<file path="config.mk">
export PLATFORM = sky130hd
export DESIGN_NAME = seg_scan
export DESIGN_NICKNAME = d
export VERILOG_FILES = /design/src/rtl/seg_pkg.sv /design/src/rtl/seg_lzb.sv /design/src/rtl/seg_scan.sv
export SDC_FILE = /design/constraint.sdc
export NUM_CORES = 1
export LEC_CHECK = 0
export CORE_MARGIN = 3
export CORE_UTILIZATION = 62
export DETAILED_ROUTE_END_ITERATION = 10
export GPL_ROUTABILITY_DRIVEN = 0
export PLACE_DENSITY = 0.86
export SLEW_MARGIN = 20
export SYNTH_ARGS = -nofsm -noshare
export SYNTH_HDL_FRONTEND = slang
export SYNTH_SLANG_ARGS = --single-unit
</file>
<file path="constraint.sdc">
create_clock -name clk -period 6.5 [get_ports clk]
set_input_delay 0.65 -clock clk [delete_from_list [all_inputs] [get_ports clk]]
set_output_delay 0.65 -clock clk [all_outputs]
set_load 0.05 [all_outputs]
</file>
<file path="src/rtl/seg_pkg.sv">
// Shared types and constants for the six-digit multiplexed display scanner.
package seg_pkg;

  localparam int unsigned NUM_DIGITS = 6;
  localparam int unsigned DIGIT_W    = 3;
  localparam int unsigned BCD_W      = 4 * NUM_DIGITS;

  localparam logic [NUM_DIGITS-1:0] SEL_OFF = 6'b111111;

  typedef enum logic [1:0] {
    S_OFF,
    S_DRIVE,
    S_GUARD
  } state_t;

  // One displayable frame: digits, decimal points and blanking enable
  typedef struct packed {
    logic                  lzb;
    logic [NUM_DIGITS-1:0] dp;
    logic [BCD_W-1:0]      bcd;
  } frame_t;

  // Active-low one-hot select for a digit index
  function automatic logic [NUM_DIGITS-1:0] digit_sel(input logic [DIGIT_W-1:0] idx);
    return ~(NUM_DIGITS'(1) << idx);
  endfunction

endpackage

</file>
<file path="src/rtl/seg_lzb.sv">
// Leading-zero blank mask: a digit is blanked while it and every higher digit
// read zero with no decimal point; digit 0 always stays lit.
module seg_lzb
  import seg_pkg::*;
(
  input  logic [BCD_W-1:0]      bcd,
  input  logic [NUM_DIGITS-1:0] dp,
  input  logic                  lzb,
  output logic [NUM_DIGITS-1:0] blank_c
);

  logic lead;

  always_comb begin
    lead    = 1'b1;
    blank_c = '0;
    for (int i = NUM_DIGITS - 1; i > 0; i--) begin
      lead       = lead && (bcd[4*i +: 4] == 4'd0) && !dp[i];
      blank_c[i] = lzb && lead;
    end
  end

endmodule

</file>
<file path="src/rtl/seg_scan.sv">
// Six-digit display scanner: holds one frame, cycles digits with a guard gap,
// and swaps in new data only at frame boundaries.
module seg_scan
  import seg_pkg::*;
#(
  parameter int unsigned SCAN_DIV = 50000,
  parameter int unsigned GUARD    = 50
) (
  input  logic                  clk,
  input  logic                  reset,
  input  logic [BCD_W-1:0]      bcd,
  input  logic [NUM_DIGITS-1:0] dp_in,
  input  logic                  lzb,
  input  logic                  in_valid,
  output logic                  in_ready,
  output logic [NUM_DIGITS-1:0] sel,
  output logic [3:0]            code,
  output logic                  dp,
  output logic                  frame_done
);

  localparam int unsigned CNT_MAX = (SCAN_DIV > GUARD) ? SCAN_DIV : GUARD;
  localparam int unsigned CNT_W   = (CNT_MAX > 1) ? $clog2(CNT_MAX) : 1;

  localparam logic [CNT_W-1:0]   DRIVE_LAST = CNT_W'(SCAN_DIV - 1);
  localparam logic [CNT_W-1:0]   GUARD_LAST = CNT_W'((GUARD > 0) ? GUARD - 1 : 0);
  localparam logic [DIGIT_W-1:0] LAST_DIGIT = DIGIT_W'(NUM_DIGITS - 1);

  state_t               state, nxt_state;
  logic [DIGIT_W-1:0]   digit, nxt_digit, digit_inc;
  logic [CNT_W-1:0]     cnt, nxt_cnt;
  frame_t               disp, pend, offer, disp_nxt;
  logic                 pend_full;
  logic                 accept, frame_end, boundary, commit, nxt_drive;
  logic [NUM_DIGITS-1:0] blank_c;

  assign offer     = {lzb, dp_in, bcd};
  assign accept    = in_valid && in_ready;
  assign frame_end = (state == S_DRIVE) && (digit == LAST_DIGIT) && (cnt == DRIVE_LAST);
  assign boundary  = (state == S_OFF) || frame_end;
  assign commit    = boundary && (accept || pend_full);
  // A same-edge offer at a boundary bypasses the pending register
  assign disp_nxt  = commit ? (accept ? offer : pend) : disp;
  assign digit_inc = (digit == LAST_DIGIT) ? '0 : digit + DIGIT_W'(1);
  assign nxt_drive = (nxt_state == S_DRIVE);

  // Blank mask follows the frame that will be on screen next cycle
  seg_lzb u_lzb (
    .bcd     (disp_nxt.bcd),
    .dp      (disp_nxt.dp),
    .lzb     (disp_nxt.lzb),
    .blank_c (blank_c)
  );

  always_comb begin
    nxt_state = state;
    nxt_digit = digit;
    nxt_cnt   = cnt;
    case (state)
      S_OFF: begin
        if (commit) begin
          nxt_state = S_DRIVE;
          nxt_digit = '0;
          nxt_cnt   = '0;
        end
      end
      S_DRIVE: begin
        if (cnt == DRIVE_LAST) begin
          nxt_cnt = '0;
          if (GUARD == 0) begin
            nxt_digit = digit_inc;
          end else begin
            nxt_state = S_GUARD;
          end
        end else begin
          nxt_cnt = cnt + CNT_W'(1);
        end
      end
      S_GUARD: begin
        if (cnt == GUARD_LAST) begin
          nxt_state = S_DRIVE;
          nxt_digit = digit_inc;
          nxt_cnt   = '0;
        end else begin
          nxt_cnt = cnt + CNT_W'(1);
        end
      end
      default: nxt_state = S_OFF;
    endcase
  end

  // Outputs are registered from next-state so they line up with the state registers
  always_ff @(posedge clk) begin
    if (reset) begin
      state      <= S_OFF;
      digit      <= '0;
      cnt        <= '0;
      disp       <= '0;
      pend       <= '0;
      pend_full  <= 1'b0;
      in_ready   <= 1'b1;
      sel        <= SEL_OFF;
      code       <= 4'd0;
      dp         <= 1'b0;
      frame_done <= 1'b0;
    end else begin
      state <= nxt_state;
      digit <= nxt_digit;
      cnt   <= nxt_cnt;
      disp  <= disp_nxt;

      if (accept && !boundary) begin
        pend      <= offer;
        pend_full <= 1'b1;
        in_ready  <= 1'b0;
      end else if (commit) begin
        pend_full <= 1'b0;
        in_ready  <= 1'b1;
      end

      sel        <= (nxt_drive && !blank_c[nxt_digit]) ? digit_sel(nxt_digit) : SEL_OFF;
      code       <= nxt_drive ? disp_nxt.bcd[{nxt_digit, 2'b00} +: 4] : 4'd0;
      dp         <= nxt_drive && disp_nxt.dp[nxt_digit];
      frame_done <= nxt_drive && (nxt_digit == LAST_DIGIT) && (nxt_cnt == DRIVE_LAST);
    end
  end

endmodule

</file>
# == Word level (Yosys, flattened, before mapping) ==
# Index checks and enable logic that the tools add are counted.
# classes
addsub,2
n_mul,0
div,0
n_lt_le_gt_ge,1
n_eq_ne,8
n_shift,2
muxes,22
bitwise,3
reduce_logical,41
# ops
op,n
31-bit 2-to-1 mux,2
16-bit 2-to-1 mux,3
16-bit one-hot mux with 3 select lines,1
"16-bit equality test, second input constant",2
24-bit by 6-bit variable part select with 4-bit output,1
1-bit logical AND,23
4-bit zero test,5
"16-bit by 1-bit adder with 16-bit output, second input constant",1
"16-bit by 6-bit equality test with 1-bit output, second input constant",1
3-bit 2-to-1 mux,3
1-bit zero test,7
1-bit binary-select mux with 3-bit select,2
"3-bit equality test, second input constant",2
1-bit 2-to-1 mux,6
2-bit 2-to-1 mux,3
6-bit NOT,1
2-bit one-hot mux with 3 select lines,1
3-bit one-hot mux with 2 select lines,1
"1-bit by 3-bit << shifter with 6-bit output, first input constant",1
"2-bit by 1-bit equality test with 1-bit output, second input constant",2
"3-bit by 4-bit < comparator with 1-bit output, second input constant",1
2-bit OR reduction,2
"3-bit by 1-bit adder with 3-bit output, second input constant",1
"2-bit equality test, second input constant",1
4 further kinds,6
# totals
regBits,97
latchBits,0
mem_bits_rw,0
romBits,0
in_bits,34
out_inout_bits,13
mem_count,0

# == Logic depth before layout (Yosys ltp) ==
# logic_depth
ltp_word,23
mapped_depth,10
ltp_nobuf,9

# == By module ==
# From an unflattened synthesis, not the netlist that was laid out.
# unflattened
cells_unflattened,578
area_unflattened_um2,4929.7
# by_module_without_submodules
mod,n_inst,cells_per_inst,area_per_inst_um2,seq_area_each_um2
seg_scan,1,558,4788.3,1941.9
seg_lzb,1,20,141.4,0.0

# == Worst setup path before layout ==
# Ideal clock, no wire load.
# synth_timing
path_type,reg2reg
from,register in_ready
to,register sel[1]
arrival_ns,2.190
required_ns,6.357
slack_ns,4.167
path_stages_with_launch,9
n_path_buf,2
cell_sequence,dfxtp_1 -> a21oi_1 -> nor4_1 -> a21o_1 -> buf_4 -> buf_2 -> o311ai_0 -> nand4_1 -> o211ai_1
# synth_between
elab_chain_len,21
# synth_lines
element,line_no,source
start: declaration,seg_scan.sv:15,"output logic in_ready,"
start signal: assignment,seg_scan.sv:101,in_ready <= 1'b1;
start signal: assignment,seg_scan.sv:115,in_ready <= 1'b0;
start signal: assignment,seg_scan.sv:118,in_ready <= 1'b1;
1-bit logical AND (*),seg_scan.sv:38,assign accept = in_valid && in_ready;
1-bit logical OR,seg_scan.sv:41,assign commit = boundary && (accept || pend_full);
1-bit logical AND,seg_scan.sv:41,
31-bit 2-to-1 mux,seg_scan.sv:43,assign disp_nxt = commit ? (accept ? offer : pend) : disp;
4-bit zero test or 1-bit zero test (tied branches),seg_lzb.sv:18,lead = lead && (bcd[4*i +: 4] == 4'd0) && !dp[i];
1-bit logical AND (9 in series),seg_lzb.sv:18,
1-bit logical AND,seg_lzb.sv:19,blank_c[i] = lzb && lead;
1-bit binary-select mux with 3-bit select,seg_scan.sv:121,sel <= (nxt_drive && !blank_c[nxt_digit]) ? digit_sel(nxt_digit) : SEL_OFF;
1-bit 2-to-1 mux (not written as such),seg_scan.sv:121,
1-bit zero test,seg_scan.sv:121,
1-bit logical AND,seg_scan.sv:121,
1-bit NOT (no source line),n/a,
2-bit OR reduction (no source line),n/a,
end signal: assignment,seg_scan.sv:121,
end: declaration,seg_scan.sv:16,"output logic [NUM_DIGITS-1:0] sel,"
# Mark *: on every way between the ends. The rest lies on a longest branch, timed or not. The select of a mux whose other input is x is not followed.
# A chain may end at the register's enable or synchronous reset.

# == Worst setup path in the final report ==
# layout_timing
from,input port in_valid
to,register code[3]
# layout_between
elab_chain_len,8
# layout_lines
element,line_no,source
start: declaration,seg_scan.sv:14,"input logic in_valid,"
1-bit logical AND (*),seg_scan.sv:38,
"parallel branches: the longest is 7 deep, another holds 24-bit by 6-bit variable part select with 4-bit output",n/a,
end signal: assignment,seg_scan.sv:122,"code <= nxt_drive ? disp_nxt.bcd[{nxt_digit, 2'b00} +: 4] : 4'd0;"
end: declaration,seg_scan.sv:17,"output logic [3:0] code,"
# Every way passes the cells marked *.

==> impl_metrics.csv <==
group,metric,value,unit
run_status,status,"completed",
sta,skew,0.00746,ns
critical_path,r2r_slack,3.30,ns
clock_tree,cts_hold_buf,0,
sta,relSlewSlack,34.4,%
cells_and_area,utilization,73.7,%
clock_tree,cts.sinks,97,
min_path,hp-start,"pend[23]",
clock_tree,h-tree-depth,3,
drt,drt_first_pass_iters,5,
sta,tns,0,ns
min_path,worstHoldPathType,"flip-flop to flip-flop",
drt,ant_nets,0,
placed_design,dpl_cell_area,5230,um2
synthesis,synthArstFlopShare,0,%
synthesis,synth_top_area_cell,"dfxtp_1",
clock_tree,clk_latency,0.37,ns
synthesis,synth_commonest_cells,"nand2_1 (98), dfxtp_1 (97), nor2_1 (73)",
placed_design,dp_cells,718,
run,cap_violations,0,
cells_and_area,syn_to_final_growth,13.4,%
critical_path,r2r_end,"frame_done",
drt,drc,0,
synthesis,ys_types,60,
drt,wl,12800,um
clock_tree,ctsRootBufferMaster,"clkbuf_8",
pwr,p_leak,1.86,nW
critical_path,reg2reg_depth,8,
synthesis,synth_top_area_share,40.3,%
grt,antenna_found_initial,0,
critical_path,critPathMaxFanout,24,
synthesis,synth_edf_count,0,
sta,setup_viol,0,
cells_and_area,final_area,5460,um2
drt,vias,4792,
synthesis,netlist_top_cells_area,"dfxtp_1 (40%), nand2_1 (7.6%), a21oi_1 (7.0%)",
grt,grt_max_degree,80,
critical_path,cp.required,6.74,ns
sta,min_period,3.25,ns
floorplanning,die_x,94.1,um
clock_tree,cts_setup_buffers,0,
min_path,hold_depth,2,
sta,timing.fmax,308,MHz
floorplanning,core_area,7410,um2
clock_tree,clockBufferDepth,2,
floorplanning,initial_core_util,65.0,%
sta,maxSlewViolCount,0,
pwr,irDropWorstVdd,0.230,mV
critical_path,end_kind,"flip-flop",
cells_and_area,final_nets,666,
cells_and_area,final_cells,734,
synthesis,synth_ff_type,"dfxtp_1",
placed_design,io_buffer_count,46,
clock_tree,cts.clk_slew.worst_paths,0.09,ns
pwr,power,0.00131,W
synthesis,mappedNetlistArea,4810,um2
synthesis,postSynthCellCount,614,
floorplanning,die_y,94.1,um
synthesis,syn_nets,650,
synthesis,synth.yosys.seq_area_share,40.3,%
min_path,whs_endpoint,"pend[23]",
drt,viasPerCell,6.53,
placed_design,hpwl,8830,um
synthesis,ys_ff_latch,97,
grt,grt_use_total,29.3,%
critical_path,reg2reg_from,"cnt[0]",
floorplanning,top_level_ports,47,
clock_tree,cts_tree,"built",
grt,top_usage_layer,"met2",
floorplanning,rows,31,
pwr,cellPowerDensity,239,nW/um2
sta,fin_crit_sh,49.9,%
critical_path,start_kind,"input port",
floorplanning,dieArea,8860,um2
drt,first_iter_violations,550,
clock_tree,cts_buffers,9,
clock_tree,postCtsResizedCells,0,
cells_and_area,drive_above_1_share,6.61,%
grt,overflow,0,
drt,wl_per_cell,17.5,um
grt,grt_pass1_wl,20800,um
sta,finalHoldViolCount,0,
grt,use_met1,38.8,%
synthesis,synth_most_common_cell,"nand2_1",
critical_path,arrival,3.49,ns
sta,rsz0062_at_grt,"false",
synthesis,synth_area_per_cell,7.84,um2
sta,worst_pin_slew,0.984,ns
synthesis,yosys_warnings,0,
cells_and_area,diodes,0,
grt,met3_usage,5.21,%
grt,grt_pass1_vias,4398,
critical_path,critPathKind,"input port to flip-flop",
grt,use_met2,47.8,%
[registers in the layout, indices dropped and copies added (netlist names)]
name,cells
disp,31
pend,31
cnt,16
sel,6
code,4
digit,3
state,2
dp,1
frame_done,1
in_ready,1
pend_full,1
[critical path, cell delays in order]
cell and delay (ns):
clkdlybuf4s50_1 0.54, a21oi_1 0.17, nor4_1 0.62, a21o_1 0.71, o22ai_1 0.20, nor2_1 0.13
a211oi_1 0.06, o32ai_1 0.40
[worst max path at each step]
stage	slack [ns]	to	start
2_1_floorplan	4.17	sel[1]	in_ready
6_report	3.25	code[3]	in_valid
3_5_place_dp	3.06	code[2]	in_valid
3_3_place_gp	3.16	code[3]	in_valid
4_1_cts	3.29	frame_done	cnt[0]
5_1_grt	3.02	frame_done	cnt[0]
[kinds of logic (layout without fill, tap and decap cells)]
| family | count (synthesis) | count (layout) | share of synthesized area, % |
|---|---|---|---|
| muxes | 10 | 10 | 2.24 |
| adders and majority gates | 2 | 2 | 0.520 |
| xor gates and xnor gates | 1 | 1 | 0.182 |
| DFF | 97 | 97 | 40.3 |
| and+or+nand+nor | 282 | 282 | 28.4 |
| buffers and inverters | 51 | 72 | 4.68 |
| AOI/OAI and AO/OA | 171 | 171 | 23.6 |
[routing by layer]
layer | vias up | wire length, um
li1 | 2258 | -
met1 | 2234 | 5380
met2 | 263 | 6010
met3 | 37 | 1110
met4 | 0 | 342
met5 | - | 0
[cell type report]
cell class | count | area, um2
fillers | 585 | 1950
multi-input cells | 466 | 2670
flip-flops and latches | 97 | 1940
well taps | 99 | 124
clock buffers | 12 | 165
clock inverters | 4 | 48.8
inverters | 5 | 18.8
repair buffers | 51 | 493
[cell usage in the layout, fill, tap and decap left out, types with 9 or more instances in the layout]
cell type,count
nand2_1,97
dfxtp_1,97
nor2_1,72
a21oi_1,66
clkdlybuf4s50_1,45
nor3_1,27
a211oi_1,21
o22ai_1,15
nand3_1,14
o21ai_0,12
clkbuf_8,12
and2_1,10
and3_1,9
[power by group]
group	internal (W)	switching [W]	total [W]	leakage, nW
combinational	0.0000906	0.000149	0.000239	0.958
clock	0.000210	0.000208	0.000418	0.113
sequential	0.000627	0.0000235	0.000650	0.790
total	0.000927	0.000380	0.00131	1.86
[metrics by stage]
step                setup slack, ns  hold slack (ns)
finish                         3.25            0.460
global route                   3.02            0.480
CTS                            3.29            0.460
detailed placement             3.06            0.447
global placement               3.16            0.443
floorplan                      4.17            0.436
Power figures use the tool's default switching activity.
